`src/rtl/shift_reg_bank.sv`:
```
// rtl/shift_reg_bank.sv - universal shift register with preset, parallel load and fill tracking
// full reports that every bit of q has been written since the last reset.
module shift_reg_bank #(
  parameter int WIDTH = 8
) (
  input  logic             clk,
  input  logic             reset,
  input  logic             set,
  input  logic             en,
  input  logic [1:0]       mode,
  input  logic [WIDTH-1:0] d,
  input  logic             ser_msb_in,
  input  logic             ser_lsb_in,
  output logic [WIDTH-1:0] q,
  output logic [WIDTH-1:0] qb,
  output logic             ser_lsb_out,
  output logic             ser_msb_out,
  output logic             full
);

  localparam int CW = $clog2(WIDTH + 1);
  localparam logic [CW-1:0] FILL_MAX = CW'(WIDTH);

  localparam logic [1:0] MODE_HOLD  = 2'b00;
  localparam logic [1:0] MODE_SHR   = 2'b01;
  localparam logic [1:0] MODE_SHL   = 2'b10;
  localparam logic [1:0] MODE_LOAD  = 2'b11;

  logic [WIDTH-1:0] next_q;
  logic [CW-1:0]    fill;
  logic [CW-1:0]    next_fill;
  logic [CW-1:0]    fill_inc;

  // Shifts only ever add defined bits, so the count saturates instead of wrapping.
  assign fill_inc = (fill == FILL_MAX) ? fill : fill + CW'(1);

  always_comb begin
    next_q    = q;
    next_fill = fill;
    if (set) begin
      next_q    = '1;
      next_fill = FILL_MAX;
    end else if (en) begin
      case (mode)
        MODE_HOLD: begin
          next_q    = q;
          next_fill = fill;
        end
        MODE_SHR: begin
          next_q    = {ser_msb_in, q[WIDTH-1:1]};
          next_fill = fill_inc;
        end
        MODE_SHL: begin
          next_q    = {q[WIDTH-2:0], ser_lsb_in};
          next_fill = fill_inc;
        end
        MODE_LOAD: begin
          next_q    = d;
          next_fill = FILL_MAX;
        end
        default: begin
          next_q    = q;
          next_fill = fill;
        end
      endcase
    end
  end

  always_ff @(posedge clk or posedge reset) begin
    if (reset) begin
      q    <= '0;
      fill <= '0;
      full <= 1'b0;
    end else begin
      q    <= next_q;
      fill <= next_fill;
      full <= (next_fill == FILL_MAX);
    end
  end

  assign qb          = ~q;
  assign ser_lsb_out = q[0];
  assign ser_msb_out = q[WIDTH-1];

endmodule

```
`config.mk`:
```
export PLATFORM = sky130hd
export DESIGN_NAME = shift_reg_bank
export DESIGN_NICKNAME = d
export VERILOG_FILES = /design/src/rtl/shift_reg_bank.sv
export SDC_FILE = /design/constraint.sdc
export NUM_CORES = 1
export LEC_CHECK = 0
export BUFFER_PORTS_ARGS = -buffer_cell sky130_fd_sc_hd__buf_2
export CAP_MARGIN = 40
export CORE_UTILIZATION = 45
export CTS_CLUSTER_DIAMETER = 200
export CTS_CLUSTER_SIZE = 12
export DETAILED_ROUTE_END_ITERATION = 12
export GPL_TIMING_DRIVEN = 0
export PLACE_DENSITY = 0.77
export SETUP_SLACK_MARGIN = 0.5
export SYNTH_ARGS = -nofsm -noshare
export SYNTH_HDL_FRONTEND = slang
export SYNTH_SLANG_ARGS = --single-unit
export TNS_END_PERCENT = 10
```
`constraint.sdc`:
```
create_clock -name clk -period 1.5 [get_ports clk]
set_input_delay 0.225 -clock clk [delete_from_list [all_inputs] [get_ports clk]]
set_output_delay 0.225 -clock clk [all_outputs]
set_load 0.005 [all_outputs]
```
==> key figures, run 1 <==
Run status
  – Status: finished, final reports clean

CTS
  – CTS buffer count: 3
  – # clock sinks: 13
  – CTS tree: yes
  – Clock transition at the registers of the reported paths: 90 ps
  – Number of H-tree levels: 1
  – Clock root cell: clkbuf_4
  – Skew-Pair Late Insertion Delay: 290 ps
  – Clock buffer depth: 2

Synthesis
  – Top post-synthesis cells by area: dfrtp_1 38%, ha_1 8.8%, a31oi_1 6.6%
  – Top_reg_cell synth: dfrtp_1
  – Yosys reg bits: 13
  – Gate count of the mapped netlist: 95
  – Netlist cell types: 27
  – Count leader, synth: inv_1
  – Synth Cell Area: 849.6 µm²
  – Mean post-synth cell area: 8.943 µm²
  – Seq/Total Area, Yosys: 0.3829
  – YS warnings: 0
  – Most frequent cells after synthesis: 15 x inv_1, 13 x dfrtp_1, 9 x a31oi_1, 9 x nor2_1, 8 x nand2_1
  – Synth area leader: dfrtp_1
  – Post-synth EDFFs: 0
  – Yosys top cell area share: 0.3829
  – FFs w/ async S/R, synth: 1.000
  – Post-Syn Nets: 117

Detailed routing
  – Drt drc: 0
  – DR vias: 889
  – First drt pass iteration count: 4
  – Vias per cell: 5.421
  – WL per Instance: 13.39 µm
  – Routed WL: 2.196 mm
  – 1st-iter DRT viols: 33
  – Antenna Violating Nets Remaining: 0

Die
  – Die area: 2066 µm²
  – Die height: 45.45 µm
  – Row count: 15
  – Initial Utilization: 0.4867
  – Die Span X: 45.45 µm
  – IO Pins: 35
  – Core area: 1745 µm²

Power and ir drop
  – Power Density: 756.5 nW/µm²
  – Total Power: 0.8850 mW
  – Worst VDD drop: 0.6027 mV
  – Pleak: 0.6154 nW

Global routing
  – Routing usage on met2: 0.3486
  – Gr usage total: 0.2402
  – Busiest layer in global routing: met2
  – Largest net degree at the start of global routing: 14
  – Number of global-route vias before repair: 755
  – Met1 Use GR: 0.3224
  – Met3 GRT Util: 0.07143
  – Antenna violations before repair: 0
  – Gr ovfl total: 0
  – Global-route wire length before repair: 3.498 mm

Placed design
  – Gpl congestion: 0.7908
  – PortBufs: 34
  – Placed cells: 154
  – DP HPWL: 1.474 mm
  – Placed Area: 1051 µm²
  – DP Worst Slack: -61.33 ps

Worst setup path
  – CP Capture Type: flop
  – Crit path max-delay family: flip-flops
  – CP Class: flop to flop
  – CP arrival: 1560 ps
  – Worst path buffer plus inverter count: 1
  – Critical Path RT: 1670 ps
  – Critical Path Max Stage Delay: 410 ps
  – CP max-delay cell: dfrtp_1
  – Crit path cell chain: buf_4, and3_4, a41oi_2, o211ai_2, nor4b_2
  – Maximum fanout along the worst path: 3
  – Startpoint Class: flop

Finish
  – Register Area: 325.3 µm²
  – Finished Cell Area: 1170 µm²
  – Area of the multi-input gates: 478.0 µm²
  – Fillers: 154
  – P&R area growth vs syn: 37.70%
  – Final non-filler cell total: 164
  – Fin util: 0.6703
  – Layout cell share with drive strength beyond 1: 0.4532
  – Ant diodes: 0
  – Nets: 162

STA
  – Worst-Margin Slew: 495.9 ps
  – Slew Limit Fails: 0
  – Final-report hold violation count: 0
  – Final period utilization: 0.9252
  – Tmin final: 1388 ps
  – Unrepaired setup endpoints after global routing: true
  – Setup ws final: 112.1 ps
  – Worst slew margin: 0.6690
  – Peak Freq: 720.5 MHz
  – Final setup vio count: 0
  – Worst Skew: 7.194 ps

Min path
  – HP Class: input port to flop

Job
  – Max Cap Violations: 0
-- worst register-to-register path: cells and delay by family, from the launching register on --
family,cells,cell delay (ps)
AO/OA/AOI/OAI,2,350
buffers and inverters,1,150
flip-flops,1,410
AND/OR/NAND/NOR,2,350
-- report_power, final --
group | leakage (nW) | total (mW) | internal [mW] | switching [mW]
clock network | 0.0150 | 0.227 | 0.103 | 0.123
registers | 0.140 | 0.412 | 0.378 | 0.0341
logic | 0.460 | 0.246 | 0.122 | 0.124
-- layer usage --
| metal | vias up | wire (µm) |
|---|---|---|
| met5 | - | 0 |
| met4 | 0 | 28 |
| met3 | 4 | 138 |
| met2 | 36 | 1071 |
| met1 | 424 | 958 |
| li1 | 425 | - |
-- cells by family (layout without fill, tap and decap cells) --
family | Yosys count | in the layout | share of synthesized area
fa+ha+maj | 6 | 6 | 0.08836
flops | 13 | 13 | 0.3829
buf+inv | 21 | 65 | 0.1075
mux | 1 | 1 | 0.01178
compound gates | 27 | 27 | 0.2356
simple gates | 27 | 27 | 0.1738
-- placed cells by master, fill, tap and decap left out, types with 2 or more instances in the layout --
| cell type | count |
|---|---|
| nor2_1 | 9 |
| buf_2 | 38 |
| nand2_1 | 8 |
| ha_4 | 2 |
| a21oi_1 | 3 |
| dfrtp_1 | 13 |
| clkbuf_4 | 3 |
| inv_1 | 14 |
| a31oi_1 | 9 |
| buf_4 | 7 |
| a221oi_1 | 6 |
| a22oi_1 | 2 |
| ha_1 | 4 |
-- state kept, by name, indices dropped and copies added (netlist names) --
signal,count
fill,4
full,1
q,8
-- metrics by stage --
stage	hold WS, ps	setup TNS (ps)
global route	275.1	0
finish	245.6	0
CTS	250.8	0
floorplan	102.0	0
global placement	262.9	-25.60
detailed placement	273.6	-61.33
-- cell type report --
class | instances | share of cell area
repair buffers | 40 | 0.1861
flip-flops and latches | 13 | 0.2781
plain buffers | 6 | 0.02995
inverters | 15 | 0.04813
clock buffers | 4 | 0.02246
well taps | 25 | 0.02674
multi-input cells | 61 | 0.4086
-- what timing repair did --
action,4_1_cts,5_1_grt
pin swaps,2,2
hold buffers,1,0
buffers inserted,5,0
endpoints found under the setup margin,29,32
resized for setup,9,0
hold endpoints to repair,13,0
-- worst paths after layout --
| path | slack (ps) | from | cells after the start | endpoint |
|---|---|---|---|---|
| max | 110 | fill[0]$_DFF_PP0_ | 5 | full$_DFF_PP0_ |
| min | 250 | ser_msb_in | 3 | q[7]$_DFFE_PP0P_ |
| max reg2reg | 110 | fill[0]$_DFF_PP0_ | 5 | full$_DFF_PP0_ |
| min reg2reg | 610 | q[3]$_DFFE_PP0P_ | 2 | q[2]$_DFFE_PP0P_ |
| max in group asynchronous | 670 | reset | 3 | q[3]$_DFFE_PP0P_ |
| min in group asynchronous | 490 | reset | 3 | full$_DFF_PP0_ |
(Power assumes the default switching activity.)
==> run 2, diff against run 1 <==
--- a/config.mk
+++ b/config.mk
@@ -5,6 +5,7 @@
 export SDC_FILE = /design/constraint.sdc
 export NUM_CORES = 1
 export LEC_CHECK = 0
+export ABC_AREA = 1
 export BUFFER_PORTS_ARGS = -buffer_cell sky130_fd_sc_hd__buf_2
 export CAP_MARGIN = 40
 export CORE_UTILIZATION = 45
@@ -12,7 +13,7 @@
 export CTS_CLUSTER_SIZE = 12
 export DETAILED_ROUTE_END_ITERATION = 12
 export GPL_TIMING_DRIVEN = 0
-export PLACE_DENSITY = 0.77
+export PLACE_DENSITY = 0.75
 export SETUP_SLACK_MARGIN = 0.5
 export SYNTH_ARGS = -nofsm -noshare
 export SYNTH_HDL_FRONTEND = slang
==> run 2 against run 1 <==
- combinational power up 44%
- worst hold slack better by 17 ps
- utilization down 0.32 points
- setup slack better by 210 ps
- final cell count up 17%
==> key figures, run 2 <==
Worst setup path
  – Worst path depth: 8 (was 5)
  – Crit. Startpoint: fill[1]$_DFF_PP0_ (was fill[0]$_DFF_PP0_)
  – CP arrival: 1410 ps (was 1560 ps)
  – RR Endpoint: full$_DFF_PP0_ (unchanged)
  – Critical Path RT: 1730 ps (was 1670 ps)
  – CP Class: flop to flop (unchanged)
  – Maximum fanout along the worst path: 3 (unchanged)
  – CP max-delay cell: dfrtp_1 (unchanged)
  – Worst path buffer plus inverter count: 1 (unchanged)
  – Setup crit end: full$_DFF_PP0_ (unchanged)
  – Crit path max-delay family: flip-flops (unchanged)
  – R2R cell count: 8 (was 5)
  – Crit path cell chain: inv_2, ha_4, nand3_4, nand2_1, nand2_1, nand3_2, nand3_2, nor2_1 (was buf_4, and3_4, a41oi_2, o211ai_2, nor4b_2)
  – R2r startpoint: fill[1]$_DFF_PP0_ (was fill[0]$_DFF_PP0_)
  – CP Capture Type: flop (unchanged)
  – Startpoint Class: flop (unchanged)
  – Critical Path Max Stage Delay: 430 ps (was 410 ps)
  – Flop2flop setup slack: 320 ps (was 110 ps)

STA
  – Worst Skew: 6.422 ps (was 7.194 ps)
  – Final setup vio count: 0 (unchanged)
  – Worst slew margin: 0.6734 (was 0.6690)
  – Worst-Margin Slew: 489.3 ps (was 495.9 ps)
  – Slew Limit Fails: 0 (unchanged)
  – Tmin final: 1181 ps (was 1388 ps)
  – Final-report hold violation count: 0 (unchanged)
  – Peak Freq: 846.4 MHz (was 720.5 MHz)
  – Unrepaired setup endpoints after global routing: true (unchanged)
  – Setup TNS: 0 ps (unchanged)
  – Final period utilization: 0.7876 (was 0.9252)

Power and ir drop
  – Pleak: 0.7001 nW (was 0.6154 nW)
  – Worst VDD drop: 0.5110 mV (was 0.6027 mV)
  – Power Density: 762.0 nW/µm² (was 756.5 nW/µm²)

Finish
  – Nets: 188 (was 162)
  – Most frequent cells in the layout: 31 x buf_2, 21 x inv_1, 15 x a21oi_1, 12 x nand2_1, 12 x dfrtp_1 (was 38 x buf_2, 14 x inv_1, 13 x dfrtp_1, 9 x nor2_1, 9 x a31oi_1)
  – Largest registers: q (8), fill (4), full (1) (unchanged)
  – P&R area growth vs syn: 40.03% (was 37.70%)
  – Ant diodes: 0 (unchanged)
  – Register with the most flip-flops: q (unchanged)
  – Final non-filler cell total: 192 (was 164)
  – Layout cell share with drive strength beyond 1: 0.4727 (was 0.4532)
  – Largest register FFs: 8 (unchanged)
  – Most common cell after layout, fill and taps aside: buf_2 (unchanged)

Die
  – Die height: 47.58 µm (was 45.45 µm)
  – Row count: 16 (was 15)
  – Die Span X: 47.58 µm (was 45.45 µm)
  – Initial Utilization: 0.4764 (was 0.4867)
  – Die area: 2263 µm² (was 2066 µm²)
  – IO Pins: 35 (unchanged)
  – Core area: 1962 µm² (was 1745 µm²)

CTS
  – # clock sinks: 13 (unchanged)
  – Clock root cell: clkbuf_4 (unchanged)
  – Skew-Pair Late Insertion Delay: 300 ps (was 290 ps)
  – CTS buffer count: 3 (unchanged)
  – Clock transition at the registers of the reported paths: 90 ps (about the same)
  – CTS tree: yes (unchanged)
  – Number of H-tree levels: 1 (unchanged)
  – Clock buffer depth: 2 (unchanged)

Synthesis
  – Post-Syn Nets: 146 (was 117)
  – Synth Cell Area: 934.6 µm² (was 849.6 µm²)
  – Count leader, synth: inv_1 (unchanged)
  – Mean post-synth cell area: 7.537 µm² (was 8.943 µm²)
  – FFs w/ async S/R, synth: 1.000 (unchanged)
  – Top post-synthesis cells by area: dfrtp_1 35%, inv_1 11%, a21oi_1 8.6% (was dfrtp_1 38%, ha_1 8.8%, a31oi_1 6.6%)
  – Top_reg_cell synth: dfrtp_1 (unchanged)
  – Most frequent cells after synthesis: 27 x inv_1, 16 x a21oi_1, 15 x nand2_1, 13 x dfrtp_1, 9 x nor2_1 (was 15 x inv_1, 13 x dfrtp_1, 9 x a31oi_1, 9 x nor2_1, 8 x nand2_1)
  – Synth area leader: dfrtp_1 (unchanged)
  – Seq/Total Area, Yosys: 0.3481 (was 0.3829)
  – Netlist cell types: 18 (was 27)
  – Gate count of the mapped netlist: 124 (was 95)
  – Yosys reg bits: 13 (unchanged)
  – YS warnings: 0 (unchanged)
  – Post-synth EDFFs: 0 (unchanged)
  – Yosys top cell area share: 0.3481 (was 0.3829)

Detailed routing
  – Drt drc: 0 (unchanged)
  – Antenna Violating Nets Remaining: 0 (unchanged)
  – Vias per cell: 5.031 (was 5.421)
  – Routed WL: 2.282 mm (was 2.196 mm)
  – 1st-iter DRT viols: 30 (was 33)
  – First drt pass iteration count: 4 (unchanged)
  – DR vias: 966 (was 889)
  – WL per Instance: 11.89 µm (was 13.39 µm)

Run status
  – Status: finished, final reports clean (unchanged)

Job
  – Max Cap Violations: 0 (unchanged)

Placed design
  – Gpl congestion: 0.8948 (was 0.7908)
  – PortBufs: 33 (was 34)
  – Placed cells: 184 (was 154)
  – DP HPWL: 1.693 mm (was 1.474 mm)

Global routing
  – Largest net degree at the start of global routing: 14 (unchanged)
  – Global-route wire length before repair: 3.208 mm (was 3.498 mm)
  – Gr usage total: 0.2121 (was 0.2402)
  – Antenna violations before repair: 0 (unchanged)
  – Number of global-route vias before repair: 748 (was 755)
  – Gr ovfl total: 0 (unchanged)

Min path
  – HP Class: input port to flop (unchanged)
  – Origin of the worst min-delay path: set (was ser_msb_in)
run 2: cell types whose count changed in the layout (fill, tap and decap cells not counted), moves of 6 or more:
| cell | delta |
|---|---|
| buf_6 | +8 |
| a31oi_1 | -9 |
| a21oi_1 | +12 |
| inv_1 | +7 |
| a221oi_1 | -6 |
| o21ai_0 | +7 |
| buf_2 | -7 |
run 2: how the worst min path moves through the flow:
stage / cells after the start / endpoint / slack, ps
final: 4 / fill[2]$_DFF_PP0_ / 260
after global routing: 4 / fill[2]$_DFF_PP0_ / 270
after CTS: 4 / fill[2]$_DFF_PP0_ / 270
after detailed placement: 2 / q[3]$_DFFE_PP0P_ / 270
after global placement: 2 / q[3]$_DFFE_PP0P_ / 270
after floorplan: 1 / fill[0]$_DFF_PP0_ / 100
run 2: worst reg2reg max path, stage by stage, from the launching register on:
cell     delay, ps
dfrtp_1        430
inv_2          100
ha_4           150
nand3_4         80
nand2_1         60
nand2_1         60
nand3_2         80
nand3_2         70
nor2_1          80
run 2: cells by family after synthesis:
logic type	count (synthesis)	synth area share
AND/OR/NAND/NOR	47	0.2651
buffers and inverters	33	0.1647
AO/OA/AOI/OAI	25	0.1419
flip-flops	13	0.3481
adder cells (fa/ha/maj)	6	0.08032
run 2: timing repair:
item | 4_1_cts | 5_1_grt
endpoints found under the hold margin | 13 | 0
pin swaps | 4 | 6
endpoints found under the setup margin | 32 | 32
gates resized for setup | 6 | 15
buffers inserted | 3 | 0
hold buffers | 1 | 0
gates cloned | 0 | 0
run 2: per-layer routing:
layer | global-route usage | vias up | wire length (µm)
li1 | - | 472 | -
met3 | 0.04528 | 7 | 108
met4 | 0.08333 | 0 | 53
met1 | 0.2547 | 449 | 930
met2 | 0.3699 | 38 | 1189
met5 | 0 | - | 0
run 2: layout make-up:
class / instances / area, µm²
plain buffers: 5 / 56.30
clock buffers: 4 / 26.28
fillers: 185 / 653.1
inverters: 28 / 107.6
multi-input cells: 78 / 544.3
flip-flops and latches: 13 / 326.6
well taps: 27 / 33.78
repair buffers: 37 / 214.0
run 2: per-stage QoR:
stage	hold slack, ps	cell area (µm²)	total power [mW]	util	setup slack, ps
2_1_floorplan	102.0	978.4	0.6069	-	423.2
3_3_place_gp	267.5	1177	0.7083	0.6001	150.9
3_5_place_dp	273.1	1177	0.7171	0.6001	94.42
4_1_cts	269.1	1266	0.9763	0.6454	307.2
5_1_grt	268.9	1309	1.063	0.6671	242.6
6_report	263.1	1309	0.9973	0.6671	318.6
run 2: power breakdown:
| part | internal, mW | leakage, nW | switching (mW) |
|---|---|---|---|
| Clock | 0.104 | 0.0150 | 0.132 |
| Combinational | 0.164 | 0.546 | 0.189 |
| Sequential | 0.384 | 0.140 | 0.0239 |
| Total | 0.652 | 0.700 | 0.345 |
